===== config.mk =====
export PLATFORM = sky130hd
export DESIGN_NAME = rgb888_to_yuv422
export DESIGN_NICKNAME = d
export VERILOG_FILES = /design/src/rtl/rgb888_to_yuv422.sv
export SDC_FILE = /design/constraint.sdc
export NUM_CORES = 1
export LEC_CHECK = 0
export ABC_AREA = 1
export CAP_MARGIN = 15
export CORE_UTILIZATION = 50
export CTS_CLUSTER_DIAMETER = 40
export CTS_CLUSTER_SIZE = 40
export DETAILED_ROUTE_END_ITERATION = 8
export DONT_BUFFER_PORTS = 1
export PLACE_DENSITY_LB_ADDON = 0.15
export RECOVER_POWER = 25
export SLEW_MARGIN = 30
export SYNTH_ARGS = -nofsm -noshare
export SYNTH_HDL_FRONTEND = slang
export SYNTH_SLANG_ARGS = --single-unit

===== constraint.sdc =====
create_clock -name clk -period 3.15 [get_ports clk]
set_clock_uncertainty 0.15 [all_clocks]
set_input_delay 0.4725 -clock clk [delete_from_list [all_inputs] [get_ports clk]]
set_output_delay 0.4725 -clock clk [all_outputs]
set_load 0.02 [all_outputs]

===== src/rtl/rgb888_to_yuv422.sv =====
// rgb888_to_yuv422: five-stage BT.601 RGB888 -> YUV 4:2:2 converter with matched sync/de delay.
// Define RGB2YUV_CHROMA_AVG_EN for pair-averaged chroma; otherwise chroma is decimated.
module rgb888_to_yuv422 (
    input  logic       clk,
    input  logic       rst_n,
    input  logic       i_v_sync,
    input  logic       i_h_sync,
    input  logic       i_de,
    input  logic [7:0] i_r_8b,
    input  logic [7:0] i_g_8b,
    input  logic [7:0] i_b_8b,
    output logic       o_v_sync,
    output logic       o_h_sync,
    output logic       o_de,
    output logic [7:0] y_out,
    output logic [7:0] c_out
);
    localparam int unsigned PW = 16;
    localparam int unsigned SW = 20;
    localparam int unsigned CW = 4;
    localparam logic signed [SW-1:0] ROUND = 128;
    localparam logic signed [SW-1:0] Y_OFF = 16;
    localparam logic signed [SW-1:0] C_OFF = 128;

    // control bundle bit positions: {phase, v_sync, h_sync, de}
    localparam int unsigned DE = 0;
    localparam int unsigned HS = 1;
    localparam int unsigned VS = 2;
    localparam int unsigned PH = 3;

    function automatic logic [7:0] clamp8(input logic signed [SW-1:0] v);
        logic [7:0] r;
        if (v < 0)
            r = 8'd0;
        else if (v > 255)
            r = 8'd255;
        else
            r = v[7:0];
        return r;
    endfunction

`ifdef RGB2YUV_CHROMA_AVG_EN
    function automatic logic [7:0] avg8(input logic [7:0] a, input logic [7:0] b);
        logic [8:0] s;
        s = 9'(a) + 9'(b) + 9'd1;
        return s[8:1];
    endfunction
`endif

    logic                 phase_q, phase_d;
    logic [CW-1:0]        ctl1_q, ctl1_d, ctl2_q, ctl2_d, ctl3_q, ctl3_d, ctl4_q, ctl4_d;
    logic [PW-1:0]        ry_q, gy_q, by_q, ru_q, gu_q, bu_q, rv_q, gv_q, bv_q;
    logic [PW-1:0]        ry_d, gy_d, by_d, ru_d, gu_d, bu_d, rv_d, gv_d, bv_d;
    logic signed [SW-1:0] sum_y_q, sum_cb_q, sum_cr_q, sum_y_d, sum_cb_d, sum_cr_d;
    logic [7:0]           y3_q, cb3_q, cr3_q, y3_d, cb3_d, cr3_d;
    logic [7:0]           y4_q, cb4_q, cr4_q, y4_d, cb4_d, cr4_d;
    logic                 o_v_sync_q, o_h_sync_q, o_de_q, o_v_sync_d, o_h_sync_d, o_de_d;
    logic [7:0]           y_q, c_q, y_d, c_d;
    logic [7:0]           cb_sel, cr_sel;
`ifdef RGB2YUV_CHROMA_AVG_EN
    logic [7:0]           prev_cr_q, prev_cr_d;
`endif

    always_comb begin
        // phase restarts even whenever de is low, so every line and every gap re-aligns pairs
        phase_d = i_de ? ~phase_q : 1'b0;
        ctl1_d  = {phase_q, i_v_sync, i_h_sync, i_de};
        ctl2_d  = ctl1_q;
        ctl3_d  = ctl2_q;
        ctl4_d  = ctl3_q;

        ry_d = PW'(i_r_8b) * PW'(66);
        gy_d = PW'(i_g_8b) * PW'(129);
        by_d = PW'(i_b_8b) * PW'(25);
        ru_d = PW'(i_r_8b) * PW'(38);
        gu_d = PW'(i_g_8b) * PW'(74);
        bu_d = PW'(i_b_8b) * PW'(112);
        rv_d = PW'(i_r_8b) * PW'(112);
        gv_d = PW'(i_g_8b) * PW'(94);
        bv_d = PW'(i_b_8b) * PW'(18);

        sum_y_d  = SW'(ry_q) + SW'(gy_q) + SW'(by_q) + ROUND;
        sum_cb_d = SW'(bu_q) - SW'(ru_q) - SW'(gu_q) + ROUND;
        sum_cr_d = SW'(rv_q) - SW'(gv_q) - SW'(bv_q) + ROUND;

        y3_d  = clamp8((sum_y_q >>> 8) + Y_OFF);
        cb3_d = clamp8((sum_cb_q >>> 8) + C_OFF);
        cr3_d = clamp8((sum_cr_q >>> 8) + C_OFF);

        y4_d  = y3_q;
        cb4_d = cb3_q;
        cr4_d = cr3_q;

        cb_sel = cb4_q;
        cr_sel = cr4_q;
`ifdef RGB2YUV_CHROMA_AVG_EN
        // even pixel peeks at stage 3 for its odd partner; odd pixel reuses the held even Cr
        prev_cr_d = cr4_q;
        if (ctl3_q[DE] && ctl3_q[PH])
            cb_sel = avg8(cb4_q, cb3_q);
        cr_sel = avg8(prev_cr_q, cr4_q);
`endif

        o_v_sync_d = ctl4_q[VS];
        o_h_sync_d = ctl4_q[HS];
        o_de_d     = ctl4_q[DE];
        y_d        = ctl4_q[DE] ? y4_q : 8'd0;
        c_d        = ctl4_q[DE] ? (ctl4_q[PH] ? cr_sel : cb_sel) : 8'd0;
    end

    always_ff @(posedge clk or negedge rst_n) begin
        if (!rst_n) begin
            phase_q    <= 1'b0;
            ctl1_q     <= '0;
            ctl2_q     <= '0;
            ctl3_q     <= '0;
            ctl4_q     <= '0;
            ry_q       <= '0;
            gy_q       <= '0;
            by_q       <= '0;
            ru_q       <= '0;
            gu_q       <= '0;
            bu_q       <= '0;
            rv_q       <= '0;
            gv_q       <= '0;
            bv_q       <= '0;
            sum_y_q    <= '0;
            sum_cb_q   <= '0;
            sum_cr_q   <= '0;
            y3_q       <= '0;
            cb3_q      <= '0;
            cr3_q      <= '0;
            y4_q       <= '0;
            cb4_q      <= '0;
            cr4_q      <= '0;
            o_v_sync_q <= 1'b0;
            o_h_sync_q <= 1'b0;
            o_de_q     <= 1'b0;
            y_q        <= '0;
            c_q        <= '0;
`ifdef RGB2YUV_CHROMA_AVG_EN
            prev_cr_q  <= '0;
`endif
        end else begin
            phase_q    <= phase_d;
            ctl1_q     <= ctl1_d;
            ctl2_q     <= ctl2_d;
            ctl3_q     <= ctl3_d;
            ctl4_q     <= ctl4_d;
            ry_q       <= ry_d;
            gy_q       <= gy_d;
            by_q       <= by_d;
            ru_q       <= ru_d;
            gu_q       <= gu_d;
            bu_q       <= bu_d;
            rv_q       <= rv_d;
            gv_q       <= gv_d;
            bv_q       <= bv_d;
            sum_y_q    <= sum_y_d;
            sum_cb_q   <= sum_cb_d;
            sum_cr_q   <= sum_cr_d;
            y3_q       <= y3_d;
            cb3_q      <= cb3_d;
            cr3_q      <= cr3_d;
            y4_q       <= y4_d;
            cb4_q      <= cb4_d;
            cr4_q      <= cr4_d;
            o_v_sync_q <= o_v_sync_d;
            o_h_sync_q <= o_h_sync_d;
            o_de_q     <= o_de_d;
            y_q        <= y_d;
            c_q        <= c_d;
`ifdef RGB2YUV_CHROMA_AVG_EN
            prev_cr_q  <= prev_cr_d;
`endif
        end
    end

    assign o_v_sync = o_v_sync_q;
    assign o_h_sync = o_h_sync_q;
    assign o_de     = o_de_q;
    assign y_out    = y_q;
    assign c_out    = c_q;

endmodule


==> summary.txt, run 1 <==
Pwr
  – Static leakage: about 10 nW
  – Flop pwr share: 0.212
  – Psw: 9.69 mW
  – Switching share of power: 0.474
  – Comb power frac: 0.611
  – Worst IR drop on VDD: about 670 uV
  – Clock share of power: 0.178
  – Design Power: between 20 and 25 mW
  – Pwr Density: 1130 nW/um2
  – Cell-internal power: approximately 11 mW

STA
  – Endpoints failing setup: 0
  – Post-layout min period: 3.02 ns
  – Period utilisation layout: 0.957
  – Max frequency: between 0.3 and 0.4 GHz
  – Hold slack: -0.537 ns
  – RSZ-0062 raised after global routing: yes
  – Fin. max-slew vios: 0
  – Slew HR: 0.590
  – Final Hold Viols: roughly 220
  – Slew @ Worst Pin: just over 0.6 ns

Yosys
  – Cell count after synthesis: 1892
  – Dominant cells by area after synthesis: dfrtp_1, ha_1, nand2_1
  – Synth Area in Simple Gates: 0.198
  – Post-Syn Nets: approximately 2200
  – Synth top cells by count: nand2_1, inv_1, ha_1
  – Post-synthesis mux area share: 0
  – Async SR Flop Fraction: 1.00
  – Complex-gate fraction of the synthesized area: 0.0529
  – Synth Flop Type: dfrtp_1
  – Number of flops mapped to enable cells by yosys: 0
  – Cell taking the most area after synthesis: dfrtp_1
  – Most frequent cell after synthesis: nand2_1
  – Yosys top cell area share: 0.349
  – Syn Area/Cell: about 8.4 um2
  – Sequential element share of the synthesized area: 0.349
  – Post-Synth Adder-Cell Area: 0.271
  – FF+latch count, synth: roughly 220
  – Xor-xnor portion of the synthesized cell area: 0.0364
  – Mapped Area: 15900 um2
  – Ys Warns: 0
  – Yosys cell types: 37
  – Largest family of logic cells by synthesized area: adder cells

CTS
  – Num CTS Buffers: 31
  – CTS tree: built
  – Root Driver: clkbuf_16
  – Clock transition at path regs: ~0.060 ns
  – Clk sinks: between 200 and 250
  – Htree depth: 1
  – Clock Latency Late Sink: 0.56 ns
  – CTS max path bufs: 3
  – Hold_buf cts: 26

Layout
  – Fillers: roughly 2800
  – Fin cells: approximately 2400
  – Final core occ: 0.586
  – N_diodes: 0
  – Area grow syn2layout: 14.3%
  – Share of cells above drive strength 1: 0.0724
  – Cell area after layout: approximately 18000 um2
  – Layout Nets: 2304

Route
  – Via count: about 12000
  – DRT Pass-1 Iters: 5
  – First DRT Iteration DRCs: 654
  – Routed WL: approximately 36 mm
  – Avg WL per Cell: ~15 um
  – Final ANT Viol Nets: 0
  – DR vias/cell: roughly 5.0
  – # DRC: 0

Global route
  – Global-route wire length before repair: 59.8 mm
  – Total GRT Usage: 0.231
  – Vias in the first global route: 11900
  – Initial antenna violation count: 0
  – Largest net degree at the start of global routing: 222
  – Grt ovf: 0

Worst setup path
  – Most used cell along the critical path: nand2_1
  – Crit Path Max Fanout: 5
  – CP cell instances: inv_1, ha_2, nand2_2, nor2_2, inv_1, or2_1, nand4_1, nand2_1, ha_1, ha_2, nand2_1, nor2_1, o21ai_0, nand2_1, a21oi_1
  – Worst Setup Start Kind: flop
  – CP endpoint kind: flop
  – CP max stage cell: ha_2
  – Worst EP required: 3.43 ns
  – Setup CP Type: reg -> reg
  – Critical path's largest stage delay: approximately 0.4 ns
  – CP Data Arrival Time: approximately 3.3 ns

Floorplan
  – Core area: between 30000 and 40000 um2
  – Die height: 180 um
  – IO Pins: between 40 and 50
  – Row count: between 60 and 70
  – Die W: 180 um
  – Initial Utilization: 0.513
  – Full die area: 32400 um2

Placement
  – DP HPWL: approximately 29 mm
  – Post-Place Cells: 2300
  – Placed Area: between 15000 and 20000 um2
  – GP Congestion: between 0.9 and 1
  – PortBufs: 0

Min path
  – Worst hold path class: in -> async

Status
  – Violated checks: negative hold slack
  – Status: finished with violations

Job
  – Max-cap violation count: 0
## kinds of logic (layout without fill, tap and decap cells)
logic type                 after synthesis  in the layout
AOI/OAI and AO/OA                      153            153
xor gates and xnor gates                66             66
adders and majority gates              309            309
buffers and inverters                  390            488
DFF                                    221            221
and+or+nand+nor                        753            753
## sequential cells by signal (all words and copies together) (netlist names), 9 cells and up
| register | count |
|---|---|
| gy_q | 16 |
| gv_q | 13 |
| ry_q | 13 |
| bv_q | 12 |
| gu_q | 12 |
| ru_q | 11 |
| rv_q | 11 |
| bu_q | 10 |
| sum_cb_q | 10 |
| sum_cr_q | 10 |
| sum_y_q | 10 |
| by_q | 9 |
## repair_timing
item / CTS / global route
buffers inserted: 0 / 3
endpoints found under the setup margin: 0 / 24
resized for setup: 0 / 61
endpoints found under the hold margin: 260 / 221
## metrics by stage
stage	TNS [ns]	setup slack, ns
2_1_floorplan	-0.0101	-0.0101
3_3_place_gp	-0.205	-0.101
3_5_place_dp	-0.412	-0.117
4_1_cts	0	0.000815
5_1_grt	-0.0437	-0.0134
6_report	0	0.134
## worst max-delay path: cells and delay by family (launching register included)
family                     cells  cell delay, ns
buffers and inverters          2            0.12
AOI/OAI and AO/OA              2            0.16
DFF                            1            0.37
and+or+nand+nor                8            1.03
adders and majority gates      3            1.06
## routing by layer
| metal | GRT usage | share of wire | up-vias |
|---|---|---|---|
| met3 | 0.0354 | 0.040 | 53 |
| met5 | 0 | 0 | - |
| li1 | - | - | 6103 |
| met1 | 0.316 | 0.48 | 5528 |
| met4 | 0.0550 | 0.022 | 0 |
| met2 | 0.387 | 0.46 | 226 |
## power groups by stage
stage | registers, mW | clock network (mW) | logic, mW
finish | 4.33 | 3.63 | 12.5
global route | 4.43 | 3.84 | 14.3
CTS | 4.34 | 3.72 | 11.6
detailed placement | 4.39 | 0 | 11.5
global placement | 4.37 | 0 | 11.4
floorplan | 4.22 | 0 | 8.67
## final timing paths
check,start,to,slack (ns),depth (start not counted)
min in group clk,i_r_8b[7],ry_q[13]$_DFF_PN0_,0.02,2
setup reg to reg,gv_q[7]$_DFF_PN0_,sum_cr_q[17]$_DFF_PN0_,0.13,15
max in group asynchronous,rst_n,gy_q[5]$_DFF_PN0_,3.10,0
hold reg to reg,cb3_q[4]$_DFF_PN0_,cb4_q[4]$_DFF_PN0_,0.19,0
hold / removal,rst_n,y_out[6]$_DFF_PN0_,-0.54,0
setup / recovery,gv_q[7]$_DFF_PN0_,sum_cr_q[17]$_DFF_PN0_,0.13,15
## placed cells by master (no fill, tap or decap), types with 11 or more instances in the layout
| master | count |
|---|---|
| fa_1 | 58 |
| a21oi_1 | 62 |
| nand4_1 | 39 |
| clkbuf_16 | 31 |
| dlygate4sd3_1 | 25 |
| ha_4 | 12 |
| xnor2_1 | 12 |
| buf_4 | 16 |
| o21ai_0 | 44 |
| xor2_1 | 54 |
| nor2_1 | 108 |
| inv_1 | 385 |
| ha_2 | 12 |
| ha_1 | 227 |
| nand3_1 | 95 |
| a21oi_2 | 11 |
| nand2_1 | 460 |
| dfrtp_1 | 220 |
## area by class of cell
cell class	count	area (um2)	area share
repair buffers	42	383	0.0211
multi-input cells	1281	9140	0.504
well taps	396	495	0.0273
flip-flops and latches	221	5530	0.305
clock inverters	26	335	0.0185
clock buffers	31	776	0.0428
inverters	389	1460	0.0808
No activity file was read; power rests on OpenSTA's default activity.
==> inputs of run 2 (changes only) <==
--- a/config.mk
+++ b/config.mk
@@ -5,7 +5,6 @@
 export SDC_FILE = /design/constraint.sdc
 export NUM_CORES = 1
 export LEC_CHECK = 0
-export ABC_AREA = 1
 export CAP_MARGIN = 15
 export CORE_UTILIZATION = 50
 export CTS_CLUSTER_DIAMETER = 40
==> summary.txt, run 2 <==
Layout
  – Area grow syn2layout: 23.2%
  – N_diodes: 0 (unchanged)
  – Largest register by flop count: gy_q
  – Footprint of the multi-input gates: 8060 um2 (-12%)
  – Fillers: 2191 (-21%)
  – Regs by FF count: gy_q x16, gv_q x13, ry_q x13
  – Register Area: 5530 um2 (about the same)
  – Most common cell after layout, fill and taps aside: ha_1
  – Share of cells above drive strength 1: 0.180 (+0.107)
  – Final core occ: 0.629 (+0.0425)
  – Commonest non-fill, non-tap cells in the layout: ha_1, dfrtp_1, inv_1
  – Largest register FFs: 16 (unchanged)
  – Layout Nets: 1715 (-26%)

Worst setup path
  – Setup CP Type: reg -> reg
  – CP cell instances: ha_4, or3_1, o221a_4, nand3_2, nand2_2, a21oi_2, xnor2_2, ha_1, ha_4, a21o_1, a21o_1, a311oi_2, nor3b_2, o21a_1, nor2_1
  – Cells on worst reg2reg path: 15 (unchanged)
  – CP endpoint kind: flop
  – CP max stage cell: dfrtp_2
  – Reg-to-reg endpoint: sum_cr_q[15]$_DFF_PN0_
  – Launching point of the worst reg2reg path: rv_q[5]$_DFF_PN0_
  – Critical path's largest stage delay: 0.42 ns (+0.03 ns)
  – Crit path buf inv count: 0 (-2)
  – R2R setup slack: -0.22 ns (-0.35 ns)
  – Crit Path Max Fanout: 3 (-2)
  – Worst EP required: 3.44 ns (about the same)
  – Worst Setup Start Kind: flop
  – Crit path max-delay family: compound AO/OA/AOI/OAI gates
  – CP Data Arrival Time: 3.66 ns (+0.36 ns)

Yosys
  – Most frequent cell after synthesis: ha_1
  – Cell count after synthesis: 1217 (-36%)
  – Dominant cells by area after synthesis: dfrtp_1, ha_1, fa_1
  – Ys Warns: 0 (unchanged)
  – Cell taking the most area after synthesis: dfrtp_1
  – Synth Flop Type: dfrtp_1
  – FF+latch count, synth: 221 (unchanged)
  – Synth top cells by count: ha_1, dfrtp_1, inv_1
  – Number of flops mapped to enable cells by yosys: 0 (unchanged)
  – Yosys cell types: 60 (+62%)
  – Async SR Flop Fraction: 1.00 (unchanged)
  – Syn Area/Cell: 11.3 um2 (+35%)
  – Yosys top cell area share: 0.402 (+0.0533)
  – Sequential element share of the synthesized area: 0.402 (+0.0533)
  – Mapped Area: 13800 um2 (-13%)
  – Post-Syn Nets: 1555 (-30%)

STA
  – Hold slack: -0.491 ns (+0.0457 ns)
  – Post-layout min period: 3.37 ns (+0.353 ns)
  – Endpoints failing setup: 14 (+14)
  – Final Hold Viols: 221 (unchanged)
  – RSZ-0062 raised after global routing: yes
  – Fin. max-slew vios: 0 (unchanged)
  – Setup ws final: -0.219 ns (-0.353 ns)
  – Slew @ Worst Pin: 0.549 ns (-0.0598 ns)
  – Post-Route Setup TNS: -1.49 ns (-1.49 ns)
  – Period utilisation layout: 1.07 (+0.112)
  – Slew HR: 0.633 (+0.0434)
  – Max frequency: 0.297 GHz (-10%)

Pwr
  – Static leakage: 8.51 nW (-15%)
  – Worst IR drop on VDD: 715 uV (+7.1%)
  – Pwr Density: 1190 nW/um2 (+5.9%)

CTS
  – Htree depth: 2 (+1)
  – Root Driver: clkbuf_16
  – CTS tree: built
  – Clock transition at path regs: 0.06 ns (about the same)
  – Clk sinks: 221 (unchanged)
  – CTS max path bufs: 3 (unchanged)
  – Num CTS Buffers: 35 (+13%)
  – Clock Latency Late Sink: 0.51 ns (-0.05 ns)

Global route
  – Vias in the first global route: 9492 (-21%)
  – Global-route wire length before repair: 47.5 mm (-21%)
  – Initial antenna violation count: 0 (unchanged)
  – Grt ovf: 0 (unchanged)
  – Total GRT Usage: 0.216 (-0.0157)
  – Largest net degree at the start of global routing: 222 (unchanged)

Route
  – DR vias/cell: 5.13 (+2.7%)
  – Avg WL per Cell: 16.2 um (+7.0%)
  – Final ANT Viol Nets: 0 (unchanged)
  – # DRC: 0 (unchanged)
  – Via count: 8941 (-25%)
  – DRT Pass-1 Iters: 4 (-1)
  – First DRT Iteration DRCs: 430 (-34%)
  – Routed WL: 28.3 mm (-22%)

Placement
  – PortBufs: 0 (unchanged)
  – Placement Setup Slack: -0.450 ns (-0.333 ns)
  – GP Congestion: 0.813 (-13%)
  – DP HPWL: 20.5 mm (-29%)

Status
  – Violated checks: negative hold slack, negative setup slack
  – Status: finished with violations

Floorplan
  – Initial Utilization: 0.510 (-0.00263)
  – IO Pins: 48 (unchanged)
  – Row count: 60 (-6.3%)
  – Die height: 168 um (-6.8%)
  – Die W: 168 um (-6.8%)
  – Full die area: 28200 um2 (-13%)
  – Core area: 27000 um2 (-13%)

Job
  – Max-cap violation count: 0 (unchanged)

Min path
  – Worst hold path class: in -> async
==> run 2: cell types whose count changed after synthesis, moves of 34 or more <==
cell,previous run,this run
inv_1,388,176
nand2_1,464,48
nand3_1,95,6
nand4_1,39,5
nor2_1,117,70
xnor2_1,12,75
==> run 2: worst max-delay path by stage <==
stage	slack [ns]	depth (start not counted)	from	endpoint
final	-0.22	15	rv_q[5]$_DFF_PN0_	sum_cr_q[15]$_DFF_PN0_
after global routing	-0.39	15	rv_q[4]$_DFF_PN0_	sum_cr_q[17]$_DFF_PN0_
after CTS	-0.21	15	rv_q[5]$_DFF_PN0_	sum_cr_q[15]$_DFF_PN0_
after detailed placement	-0.45	14	i_g_8b[4]	gv_q[14]$_DFF_PN0_
after global placement	-0.39	14	i_g_8b[4]	gv_q[14]$_DFF_PN0_
after floorplan	-0.28	14	i_g_8b[4]	gv_q[14]$_DFF_PN0_
==> run 2: power breakdown <==
group          switching, mW  internal, mW  leakage, nW
registers              0.452          3.92         2.61
clock network           1.45          2.38        0.582
logic                   5.80          6.24         5.32
==> run 2: logic make-up after synthesis <==
kind of cell,count (synthesis),synth area share
AND/OR/NAND/NOR,195,0.0664
buffers and inverters,180,0.0492
XOR/XNOR,105,0.0668
multiplexers,8,0.00582
AO/OA/AOI/OAI,199,0.0970
flip-flops,221,0.402
adder cells (fa/ha/maj),309,0.313
==> run 2: final cells by class <==
| type | count | area share |
|---|---|---|
| Sequential cell | 221 | 0.326 |
| Clock buffer | 37 | 0.0527 |
| Timing Repair Buffer | 126 | 0.0615 |
| Multi-Input combinational cell | 816 | 0.475 |
| Tap cell | 341 | 0.0252 |
| Clock inverter | 26 | 0.0181 |
| Inverter | 177 | 0.0407 |
==> run 2: metal layers <==
metal | share of wire | wire length (um) | track usage | up-vias
met1 | 0.44 | 12500 | 0.277 | 4333
met3 | 0.047 | 1320 | 0.0456 | 48
li1 | - | - | - | 4415
met4 | 0.025 | 722 | 0.0602 | 0
met5 | 0 | 0 | 0 | -
met2 | 0.49 | 13800 | 0.368 | 145
==> run 2: metrics by stage <==
stage / std cells / hold WS (ns) / total power, mW / cell area [um2]
2_1_floorplan: 1217 / 0.0269 / 12.0 / 14000
3_3_place_gp: 1647 / 0.0313 / 14.9 / 15100
3_5_place_dp: 1647 / 0.0313 / 15.2 / 15100
4_1_cts: 1741 / -0.510 / 20.1 / 16800
5_1_grt: 1744 / -0.521 / 22.1 / 17000
6_report: 1744 / -0.491 / 20.2 / 17000
==> run 2: repair_timing <==
action	4_1_cts	5_1_grt
resized for setup	42	23
buffers inserted	5	3
endpoints found under the hold margin	258	222
pin swaps	49	28
hold buffers	27	1
endpoints found under the setup margin	15	21
